**config.mk**
```make
export PLATFORM = sky130hd
export DESIGN_NAME = fwd_hazard_unit
export DESIGN_NICKNAME = d
export VERILOG_FILES = /design/src/rtl/fwd_hazard_unit_pkg.sv /design/src/rtl/fwd_hazard_unit_src_sel.sv /design/src/rtl/fwd_hazard_unit.sv
export SDC_FILE = /design/constraint.sdc
export NUM_CORES = 1
export LEC_CHECK = 0
export ABC_CLOCK_PERIOD_IN_PS = 1900
export CORE_MARGIN = 5
export CORE_UTILIZATION = 40
export DETAILED_ROUTE_END_ITERATION = 8
export HOLD_SLACK_MARGIN = 0.1
export PLACE_DENSITY = 0.69
export RECOVER_POWER = 50
export SYNTH_ARGS = -nofsm -noshare
export SYNTH_HDL_FRONTEND = slang
export SYNTH_SLANG_ARGS = --single-unit
export TNS_END_PERCENT = 50
```
**constraint.sdc**
```tcl
create_clock -name clk -period 1.9 [get_ports clk]
set_input_delay 0.38 -clock clk [delete_from_list [all_inputs] [get_ports clk]]
set_output_delay 0.38 -clock clk [all_outputs]
set_load 0.1 [all_outputs]
```
**src/rtl/fwd_hazard_unit_pkg.sv**
```systemverilog
// Shared pipeline definitions for the forwarding/hazard unit.
// Operand-mux select encodings and the hard-wired zero register index.
package fwd_hazard_unit_pkg;

  typedef enum logic [1:0] {
    FWD_REG = 2'b00,
    FWD_MEM = 2'b01,
    FWD_WB  = 2'b10
  } fwd_sel_e;

  localparam int ZERO_REG = 31;

endpackage

```
**src/rtl/fwd_hazard_unit_src_sel.sv**
```systemverilog
// One operand's forwarding match and priority logic.
// The EX-slot producer is newer than the MEM-slot producer, so it wins.
module fwd_src_sel
  import fwd_hazard_unit_pkg::*;
#(
  parameter int REG_AW = 5
) (
  input  logic              i_use,
  input  logic [REG_AW-1:0] i_src,
  input  logic              i_ex_valid,
  input  logic              i_ex_reg_write,
  input  logic              i_ex_mem_read,
  input  logic [REG_AW-1:0] i_ex_rd,
  input  logic              i_mem_valid,
  input  logic              i_mem_reg_write,
  input  logic [REG_AW-1:0] i_mem_rd,
  output logic [1:0]        o_sel,
  output logic              o_load_hit
);

  localparam logic [REG_AW-1:0] ZERO_RD = REG_AW'(ZERO_REG);

  logic w_ex_match;
  logic w_mem_match;

  assign w_ex_match  = i_use && i_ex_valid && i_ex_reg_write &&
                       (i_ex_rd != ZERO_RD) && (i_src == i_ex_rd);
  assign w_mem_match = i_use && i_mem_valid && i_mem_reg_write &&
                       (i_mem_rd != ZERO_RD) && (i_src == i_mem_rd);

  // A load in EX has no data yet: it cannot forward, it can only stall.
  assign o_load_hit = w_ex_match && i_ex_mem_read;

  always_comb begin
    o_sel = FWD_REG;
    if (w_ex_match && !i_ex_mem_read) begin
      o_sel = FWD_MEM;
    end else if (w_mem_match) begin
      o_sel = FWD_WB;
    end
  end

endmodule

```
**src/rtl/fwd_hazard_unit.sv**
```systemverilog
// Forwarding and load-use hazard unit with shadow EX/MEM slots.
// Selects are registered into EX alongside the operands; stall is combinational.
module fwd_hazard_unit
  import fwd_hazard_unit_pkg::*;
#(
  parameter int REG_AW = 5,
  parameter int CNT_W  = 16
) (
  input  logic              clk,
  input  logic              reset_n,
  input  logic              id_valid,
  input  logic [REG_AW-1:0] id_rn,
  input  logic [REG_AW-1:0] id_rm,
  input  logic              id_use_rn,
  input  logic              id_use_rm,
  input  logic [REG_AW-1:0] id_rd,
  input  logic              id_reg_write,
  input  logic              id_mem_read,
  input  logic              flush,
  output logic              stall,
  output logic [1:0]        fwd_a,
  output logic [1:0]        fwd_b,
  output logic [CNT_W-1:0]  stall_cnt
);

  logic              r_ex_valid;
  logic [REG_AW-1:0] r_ex_rd;
  logic              r_ex_reg_write;
  logic              r_ex_mem_read;

  logic              r_mem_valid;
  logic [REG_AW-1:0] r_mem_rd;
  logic              r_mem_reg_write;
  logic              r_mem_mem_read;

  logic [1:0]        r_fwd_a;
  logic [1:0]        r_fwd_b;
  logic [CNT_W-1:0]  r_stall_cnt;

  logic [1:0]        w_sel_a;
  logic [1:0]        w_sel_b;
  logic              w_load_hit_a;
  logic              w_load_hit_b;
  logic              w_stall;
  logic              w_bubble;

  fwd_src_sel #(.REG_AW(REG_AW)) u_sel_rn (
    .i_use           (id_use_rn),
    .i_src           (id_rn),
    .i_ex_valid      (r_ex_valid),
    .i_ex_reg_write  (r_ex_reg_write),
    .i_ex_mem_read   (r_ex_mem_read),
    .i_ex_rd         (r_ex_rd),
    .i_mem_valid     (r_mem_valid),
    .i_mem_reg_write (r_mem_reg_write),
    .i_mem_rd        (r_mem_rd),
    .o_sel           (w_sel_a),
    .o_load_hit      (w_load_hit_a)
  );

  fwd_src_sel #(.REG_AW(REG_AW)) u_sel_rm (
    .i_use           (id_use_rm),
    .i_src           (id_rm),
    .i_ex_valid      (r_ex_valid),
    .i_ex_reg_write  (r_ex_reg_write),
    .i_ex_mem_read   (r_ex_mem_read),
    .i_ex_rd         (r_ex_rd),
    .i_mem_valid     (r_mem_valid),
    .i_mem_reg_write (r_mem_reg_write),
    .i_mem_rd        (r_mem_rd),
    .o_sel           (w_sel_b),
    .o_load_hit      (w_load_hit_b)
  );

  // A redirect kills the ID instruction anyway, so it never needs to wait.
  assign w_stall  = id_valid && !flush && (w_load_hit_a || w_load_hit_b);
  assign w_bubble = w_stall || flush;

  always_ff @(posedge clk or negedge reset_n) begin
    if (!reset_n) begin
      r_ex_valid      <= 1'b0;
      r_ex_rd         <= '0;
      r_ex_reg_write  <= 1'b0;
      r_ex_mem_read   <= 1'b0;
      r_mem_valid     <= 1'b0;
      r_mem_rd        <= '0;
      r_mem_reg_write <= 1'b0;
      r_mem_mem_read  <= 1'b0;
      r_fwd_a         <= FWD_REG;
      r_fwd_b         <= FWD_REG;
    end else begin
      r_mem_valid     <= r_ex_valid;
      r_mem_rd        <= r_ex_rd;
      r_mem_reg_write <= r_ex_reg_write;
      r_mem_mem_read  <= r_ex_mem_read;
      if (w_bubble) begin
        r_ex_valid     <= 1'b0;
        r_ex_rd        <= '0;
        r_ex_reg_write <= 1'b0;
        r_ex_mem_read  <= 1'b0;
        r_fwd_a        <= FWD_REG;
        r_fwd_b        <= FWD_REG;
      end else begin
        r_ex_valid     <= id_valid;
        r_ex_rd        <= id_rd;
        r_ex_reg_write <= id_reg_write;
        r_ex_mem_read  <= id_mem_read;
        r_fwd_a        <= w_sel_a;
        r_fwd_b        <= w_sel_b;
      end
    end
  end

  always_ff @(posedge clk or negedge reset_n) begin
    if (!reset_n) begin
      r_stall_cnt <= '0;
    end else if (w_stall && (r_stall_cnt != '1)) begin
      r_stall_cnt <= r_stall_cnt + CNT_W'(1);
    end
  end

  // A load sitting in MEM forwards its WB data like any ALU result, so its
  // load flag only rides along with the slot.
  logic w_unused_mem_read;
  assign w_unused_mem_read = r_mem_mem_read;

  assign stall     = w_stall;
  assign fwd_a     = r_fwd_a;
  assign fwd_b     = r_fwd_b;
  assign stall_cnt = r_stall_cnt;

endmodule

```
---- Yosys cells after proc, flatten, opt, wreduce, memory -nomap -nowiden ----
Cells that the tools add are included.
storage, ports and cells
  flip-flop bits (word level) ............. 35
  bits of input ports ..................... 23
operators by class
  multiplexer cells ....................... 10
  equality and inequality tests ........... 7
  reduce and logical (&&, ||, !) cells .... 27
  $add $sub $neg .......................... 1
operator list
  operator                                                          count
  1-bit logical AND                                                 23
  5-bit equality test                                               4
  16-bit by 1-bit adder with 16-bit output (second input constant)  1
  16-bit != test (second input constant)                            1
  2-bit two-way mux                                                 6
  5-bit != test (second input constant)                             2
  5-bit two-way mux                                                 1
  1-bit two-way mux                                                 3
  1-bit logical NOT                                                 2
  1-bit logical OR                                                  2

---- Depth between registers and ports, before layout ----
Gate-level depths: netlist of run 1.
  depth after elaboration ................. 9
  depth in mapped cells ................... 8

---- Cells and area by module ----
From an unflattened synthesis of run 1, not the netlist that was laid out.
second synthesis, totals
  cells, all modules ...................... 159
  area, all modules ....................... 1,790.5 um^2
by module, submodules not included
  module           cells an instance  times used  area each (um^2)
  fwd_hazard_unit  109                1           1,442.6
  fwd_src_sel      25                 2           173.9

---- Worst setup path after synthesis of run 1 ----
OpenSTA, ideal clock, no wires.
  path kind ............................... flip-flop to output port
  start ................................... register r_ex_rd[3]
  end ..................................... output port stall
  cell stages (with the launch flop) ...... 6
  slack ................................... -0.910 ns
  buffers on the path ..................... 0
  data arrival time ....................... 2.430 ns
  cells stage by stage .................... dfrtp_1 xor2_1 nor4_1 and3_2 nor2_4 nor2_1
between the ends
  cells in the longest elaborated chain, start to end .. 6
  elaborated cells on any way between the ends .. 11
  those cells by class .................... eq/ne (3); reduce/logical (8)
ends and longest elaborated chain
  item                      line                           RTL
  start: declaration        fwd_hazard_unit.sv:27          logic [REG_AW-1:0] r_ex_rd;
  start signal: assignment  fwd_hazard_unit.sv:105         r_ex_rd <= id_rd;
  5-bit != test             fwd_hazard_unit_src_sel.sv:27  (i_ex_rd != ZERO_RD) && (i_src == i_ex_rd);
  1-bit logical AND         fwd_hazard_unit_src_sel.sv:26  assign w_ex_match = i_use && i_ex_valid && i_ex_reg_write &&
  1-bit logical AND         fwd_hazard_unit_src_sel.sv:27
  1-bit logical AND         fwd_hazard_unit_src_sel.sv:32  assign o_load_hit = w_ex_match && i_ex_mem_read;
  1-bit logical OR *        fwd_hazard_unit.sv:76          assign w_stall = id_valid && !flush && (w_load_hit_a || w_load_hit_b);
  1-bit logical AND *       fwd_hazard_unit.sv:76
  end: declaration          fwd_hazard_unit.sv:20          output logic stall,
Every way passes the cells marked *; elsewhere a longest branch is shown, timed or not.

---- Worst setup path after layout of run 1 ----
  start ................................... register r_ex_rd[2]
  end ..................................... output port stall
Same word-level chain as after synthesis.

==> metrics.cfg, run 1 <==
[status]
status=finished with violations
violations=negative setup slack

[cts]
tritoncts=built
clock_insertion_delay_worst_skew_ns=0.28
cts_max_level=2
cts_buffers=5
cts_sinks=35
cts_buffer_depth=2
clk_pin_slew_ns=0.06
cts_root_buf=clkbuf_8

[detailed_routing]
drt_iter0_markers=97
via_per_inst=5.253
drt_wl_total_um=4590
vias=1518
wire_per_inst_um=15.88
detail-route-antenna-nets=0
first_pass_iters=4
remaining_drc_errors=0

[sta]
layout_setup_ws_ns=-0.3239
final.min_clock_period_ns=2.224
fin_skew_ns=0.004003
max_freq_ghz=0.4497
hold_viol_final=0
slew_headroom_pct=40.74
drv_slew=0
fin_crit_sh_pct=117.0
tightest_slew_ns=0.8889
rsz0062_at_grt=true
setup_viol=26
tns_ns=-3.196

[floorplan]
io_pins=44
die_y_um=77.14
fp.dieArea_mm2=0.005950
core-area_mm2=0.004354
initial_core_util_pct=41.41
rows=24
die_w_um=77.14

[power]
peakVddDrop_mv=0.3097
p_leak_uw=0.001288
power_density_mw_per_mm2=502.3

[cells_and_area]
fin_util_pct=67.33
multi_input_area_mm2=0.001011
instances_no_fill=289
final-seq-area_um2=908.4
mostFrequentLayoutCells=buf_4 (28), xor2_1 (22), dfrtp_1 (19), buf_12 (19), nand2_1 (14)
antennaDiodeCount=0
final_layout_size_suffix_gt1_share_pct=41.35
nets=260
finalInstanceArea_mm2=0.002932
fillCellCount=324
layout_commonest_cell=buf_4
syn2layout_area_growth_pct=62.60

[place]
place_area_mm2=0.002720
dpl.hpwl_um=3439
port_buffers=43
place_congestion=0.8678
dp_cells=276

[synth]
synth_enable_flop_cells=0
syn_nets=181
synth_area_mm2=0.001803
synthArstFlopShare_pct=100.0
ys_ff_latch=35
synth.distinct_cells=36
yosysSeqAreaShare_pct=48.58
synth_cells=157
ys.flop_type=dfrtp_1
yosys_warnings=0
postSynthAreaPerCell_um2=11.48

[critical_path]
cp-start-kind=flip-flop
required_ns=1.52
crit_path_max_fanout=4
crit_path_end_kind=output port
critPathKind=reg2out
cp.arrival_ns=1.84

[flow_run]
drv_cap=0

[grt]
use_met3_pct=4.801
grt_busiest_layer=met2
use_met2_pct=27.19
grt_pass1_wl_um=7479
grt_max_degree=36
grt_pass1_vias=1619
antenna_found_initial=0
grtUsageTotal_pct=15.30
overflow=0
use_met1_pct=17.01

[worst_hold_path]
hp-class=reg2reg

==> cell type report <==
class	count	share of cell area, %
multi-input cells	116	34.49
well taps	52	2.219
inverters	1	0.1280
clock inverters	1	0.1707
flip-flops and latches	35	30.99
repair buffers	77	29.41
clock buffers	7	2.604
==> worst paths after layout <==
kind                                          startpoint                        end  slack, ns  cells past startpoint
worst max-delay path                r_ex_rd[2]$_DFF_PN0_                      stall      -0.32                      6
worst min-delay path            r_ex_reg_write$_DFF_PN0_  r_mem_reg_write$_DFF_PN0_       0.39                      0
worst max register to register      r_ex_rd[2]$_DFF_PN0_   stall_cnt[2]$_DFFE_PN0P_      -0.23                      9
worst min register to register  r_ex_reg_write$_DFF_PN0_  r_mem_reg_write$_DFF_PN0_       0.39                      0
max in group asynchronous                        reset_n   stall_cnt[7]$_DFFE_PN0P_       0.51                      2
min in group asynchronous                        reset_n   stall_cnt[8]$_DFFE_PN0P_       0.75                      2
==> repair_timing <==
item,4_1_cts,5_1_grt
hold buffers,0,0
resized for setup,20,9
endpoints found under the setup margin,26,27
pin swaps,22,11
buffers inserted,2,3
==> through the flow <==
stage	hold WS [ns]	setup WS, ns	power, µW
floorplan	0.08441	-0.06394	853.5
global placement	0.3631	-0.4143	962.8
detailed placement	0.3621	-0.5699	969.2
CTS	0.3840	-0.3448	1484
global route	0.4067	-0.3762	1541
finish	0.3869	-0.3239	1473
==> registers in the layout (all words and copies together) (netlist names) <==
| register | count |
|---|---|
| fwd_a | 2 |
| fwd_b | 2 |
| r_ex_mem_read | 1 |
| r_ex_rd | 5 |
| r_ex_reg_write | 1 |
| r_ex_valid | 1 |
| r_mem_rd | 5 |
| r_mem_reg_write | 1 |
| r_mem_valid | 1 |
| stall_cnt | 16 |
==> cell families after synthesis <==
group / after synthesis / synth area share, %
flops: 35 / 48.58
simple gates: 72 / 26.02
mux: 3 / 1.874
compound gates: 7 / 4.927
xor+xnor: 33 / 16.03
fa+ha+maj: 1 / 0.6939
buf+inv: 6 / 1.874
==> synth_stat cells, types with 3 or more instances <==
| library cell | count | share of area (%) |
|---|---|---|
| xnor2_1 | 11 | 5.3 |
| and3_1 | 3 | 1.0 |
| xor2_1 | 22 | 11 |
| clkbuf_1 | 3 | 0.62 |
| nand3_1 | 9 | 2.5 |
| nand2_1 | 14 | 2.9 |
| nor2_1 | 3 | 0.62 |
| nor4_2 | 3 | 2.1 |
| dfrtp_1 | 35 | 49 |
| nor3_1 | 3 | 0.83 |
| nand4_1 | 4 | 1.4 |
| and2_1 | 8 | 2.8 |
| nor4_1 | 7 | 2.4 |
| nor4b_2 | 3 | 2.5 |
==> power by group <==
part / total, µW / internal (µW) / switching (µW)
combinational: 183 / 95.7 / 87.4
sequential: 780 / 761 / 18.7
clock: 509 / 257 / 252
total: 1470 / 1110 / 358
==> metal layers <==
| metal | part of all wire [%] | up-vias | routed length [µm] |
|---|---|---|---|
| met3 | 6.4 | 11 | 293 |
| met5 | 0 | - | 0 |
| met2 | 53 | 52 | 2414 |
| met1 | 39 | 737 | 1796 |
| met4 | 1.9 | 0 | 87 |
| li1 | - | 718 | - |
==> critical path, cell delays in order (launching register included) <==
cell     delay [ns]
dfrtp_1        0.43
xor2_1         0.19
nor4_2         0.34
and3_4         0.27
nor2_4         0.05
nor2_4         0.11
buf_12         0.18
No activity file was read; power rests on OpenSTA's default activity.
==> run 2, diff against run 1 <==
Settings changed: REMOVE_ABC_BUFFERS from default to 1, TNS_END_PERCENT 50 to 10.
==> run 2 against run 1 <==
  * The run still ends with negative setup slack left
  * Die area unchanged
  * Hold slack lost 0.0035 ns
  * First-iteration DRC count decreased by 14%
  * Sequential share of layout area shrank 1.2 points
  * Global-route usage rose by 0.064 points
  * Combinational power is 4% lower
  * Flip-flop and latch count unchanged
  * Non-clock buffer count rose by 12
==> metrics.cfg, run 2 (same netlist as run 1, synthesis figures left out) <==
[detailed_routing]
drt_wl_total_um=4547
vias=1499
met2_wirelength_um=2355
remaining_drc_errors=0
met3_length_um=122
detail-route-antenna-nets=0
routed.top_layer=met4
wire_per_inst_um=15.11
first_pass_iters=4
drt_iter0_markers=83
wl_met1_um=2009
via_per_inst=4.980

[cts]
cts_sinks=35
cts_buffers=5
clock_insertion_delay_worst_skew_ns=0.28
cts_max_level=2
cts_root_buf=clkbuf_8
clk_pin_slew_ns=0.07
cts_buffer_depth=2
tritoncts=built

[power]
power.total_uw=1533
seqPwrFrac_pct=50.9
power.switching_uw=344.7
swShare_pct=22.48
power.internal_uw=1189
p_comb_share_pct=11.5
peakVddDrop_mv=0.4973
pwr-share-clk_pct=37.6
power_density_mw_per_mm2=521.1
p_leak_uw=0.001364

[place]
dp_cells=285
port_buffers=43
dpl.hpwl_um=3398
pre_cts_ws_ns=-0.4699
place_congestion=0.8861

[floorplan]
die_y_um=77.14
fp.dieArea_mm2=0.005950
io_pins=44
initial_core_util_pct=41.41
rows=24
core-area_mm2=0.004354
die_w_um=77.14

[sta]
drv_slew=0
layout_setup_ws_ns=-0.2120
hold_viol_final=0
max_freq_ghz=0.4735
final.min_clock_period_ns=2.112
setup_viol=25
rsz0062_at_grt=true
slew_headroom_pct=43.83
tightest_slew_ns=0.8426
fin_skew_ns=0.005035
fin_crit_sh_pct=111.2

[critical_path]
critPathKind=reg2out
cp-start-kind=flip-flop
crit_path_end_kind=output port
crit_path_max_fanout=3
required_ns=1.52
cp.arrival_ns=1.73

[grt]
antenna_found_initial=0
grtUsageTotal_pct=15.36
grt_max_degree=36
grt_pass1_wl_um=7403
grt_pass1_vias=1560
overflow=0

[cells_and_area]
syn2layout_area_growth_pct=63.22
antennaDiodeCount=0
nets=272
mostFrequentLayoutCells=buf_4 (43), dfrtp_1 (35), xor2_1 (22)
fillCellCount=308
multi_input_area_um2=979.7
final_layout_size_suffix_gt1_share_pct=38.55
final-seq-area_um2=875.8
layout_commonest_cell=buf_4
instances_no_fill=301
largest_register_ffs=16

[flow_run]
drv_cap=0

[status]
violations=negative setup slack
status=finished with violations

[worst_hold_path]
hp-class=reg2reg

## run 2: cell count changes in the layout (fill, tap and decap cells not counted), sizes merged
cell	previous run	this run
dlygate4sd2	8	9
clkbuf	11	13
clkinv	1	0
buf	51	62
clkdlybuf4s50	13	12
## run 2: layer usage
metal	track usage, %	up-vias
met4	4.639	0
met3	2.810	6
li1	-	738
met5	0	-
met1	20.25	731
met2	25.51	24
## run 2: what timing repair did
| item | 4_1_cts | 5_1_grt |
|---|---|---|
| buffers inserted | 8 | 0 |
| pin swaps | 22 | 4 |
| resized for setup | 22 | 4 |
| hold buffers | 0 | 0 |
| endpoints found under the setup margin | 25 | 26 |
## run 2: path summary, 6_finish.rpt
kind                                     startpoint                   endpoint  slack [ns]  depth (start not counted)
setup / recovery               r_ex_rd[0]$_DFF_PN0_                      stall       -0.21                          6
min in group asynchronous                   reset_n      r_mem_rd[4]$_DFF_PN0_        0.73                          2
hold / removal             r_ex_reg_write$_DFF_PN0_  r_mem_reg_write$_DFF_PN0_        0.38                          0
setup reg to reg               r_ex_rd[0]$_DFF_PN0_   stall_cnt[1]$_DFFE_PN0P_       -0.14                          7
hold reg to reg            r_ex_reg_write$_DFF_PN0_  r_mem_reg_write$_DFF_PN0_        0.38                          0
max in group asynchronous                   reset_n   stall_cnt[8]$_DFFE_PN0P_        0.64                          2
## run 2: worst max-delay path, stage by stage (launching register included)
cell     delay (ns)
dfrtp_1        0.42
xor2_1         0.16
nor4_1         0.28
and3_2         0.26
nor2_4         0.06
nor2_4         0.10
buf_12         0.18
## run 2: power groups by stage
stage / clock, µW / sequential, µW / combinational (µW)
6_report: 576 / 781 / 176
5_1_grt: 617 / 783 / 193
4_1_cts: 596 / 781 / 179
3_5_place_dp: 0 / 796 / 172
3_3_place_gp: 0 / 796 / 172
2_1_floorplan: 0 / 794 / 50.2
## run 2: area by class of cell
type / count / area share [%]
flip-flops and latches: 35 / 29.76
repair buffers: 89 / 31.21
well taps: 52 / 2.211
inverters: 1 / 0.1276
multi-input cells: 116 / 33.29
clock buffers: 8 / 3.401
## run 2: stage by stage
step | setup TNS (ns) | utilization [%] | hold slack [ns] | instance area (µm²)
after global placement | -9.028 | 62.33 | 0.3641 | 2714
after global routing | -4.266 | 67.59 | 0.3867 | 2943
after CTS | -1.602 | 67.21 | 0.3880 | 2927
after detailed placement | -9.379 | 62.33 | 0.3717 | 2714
final | -1.467 | 67.59 | 0.3834 | 2943
after floorplan | -15.16 | - | 0.08441 | 1773
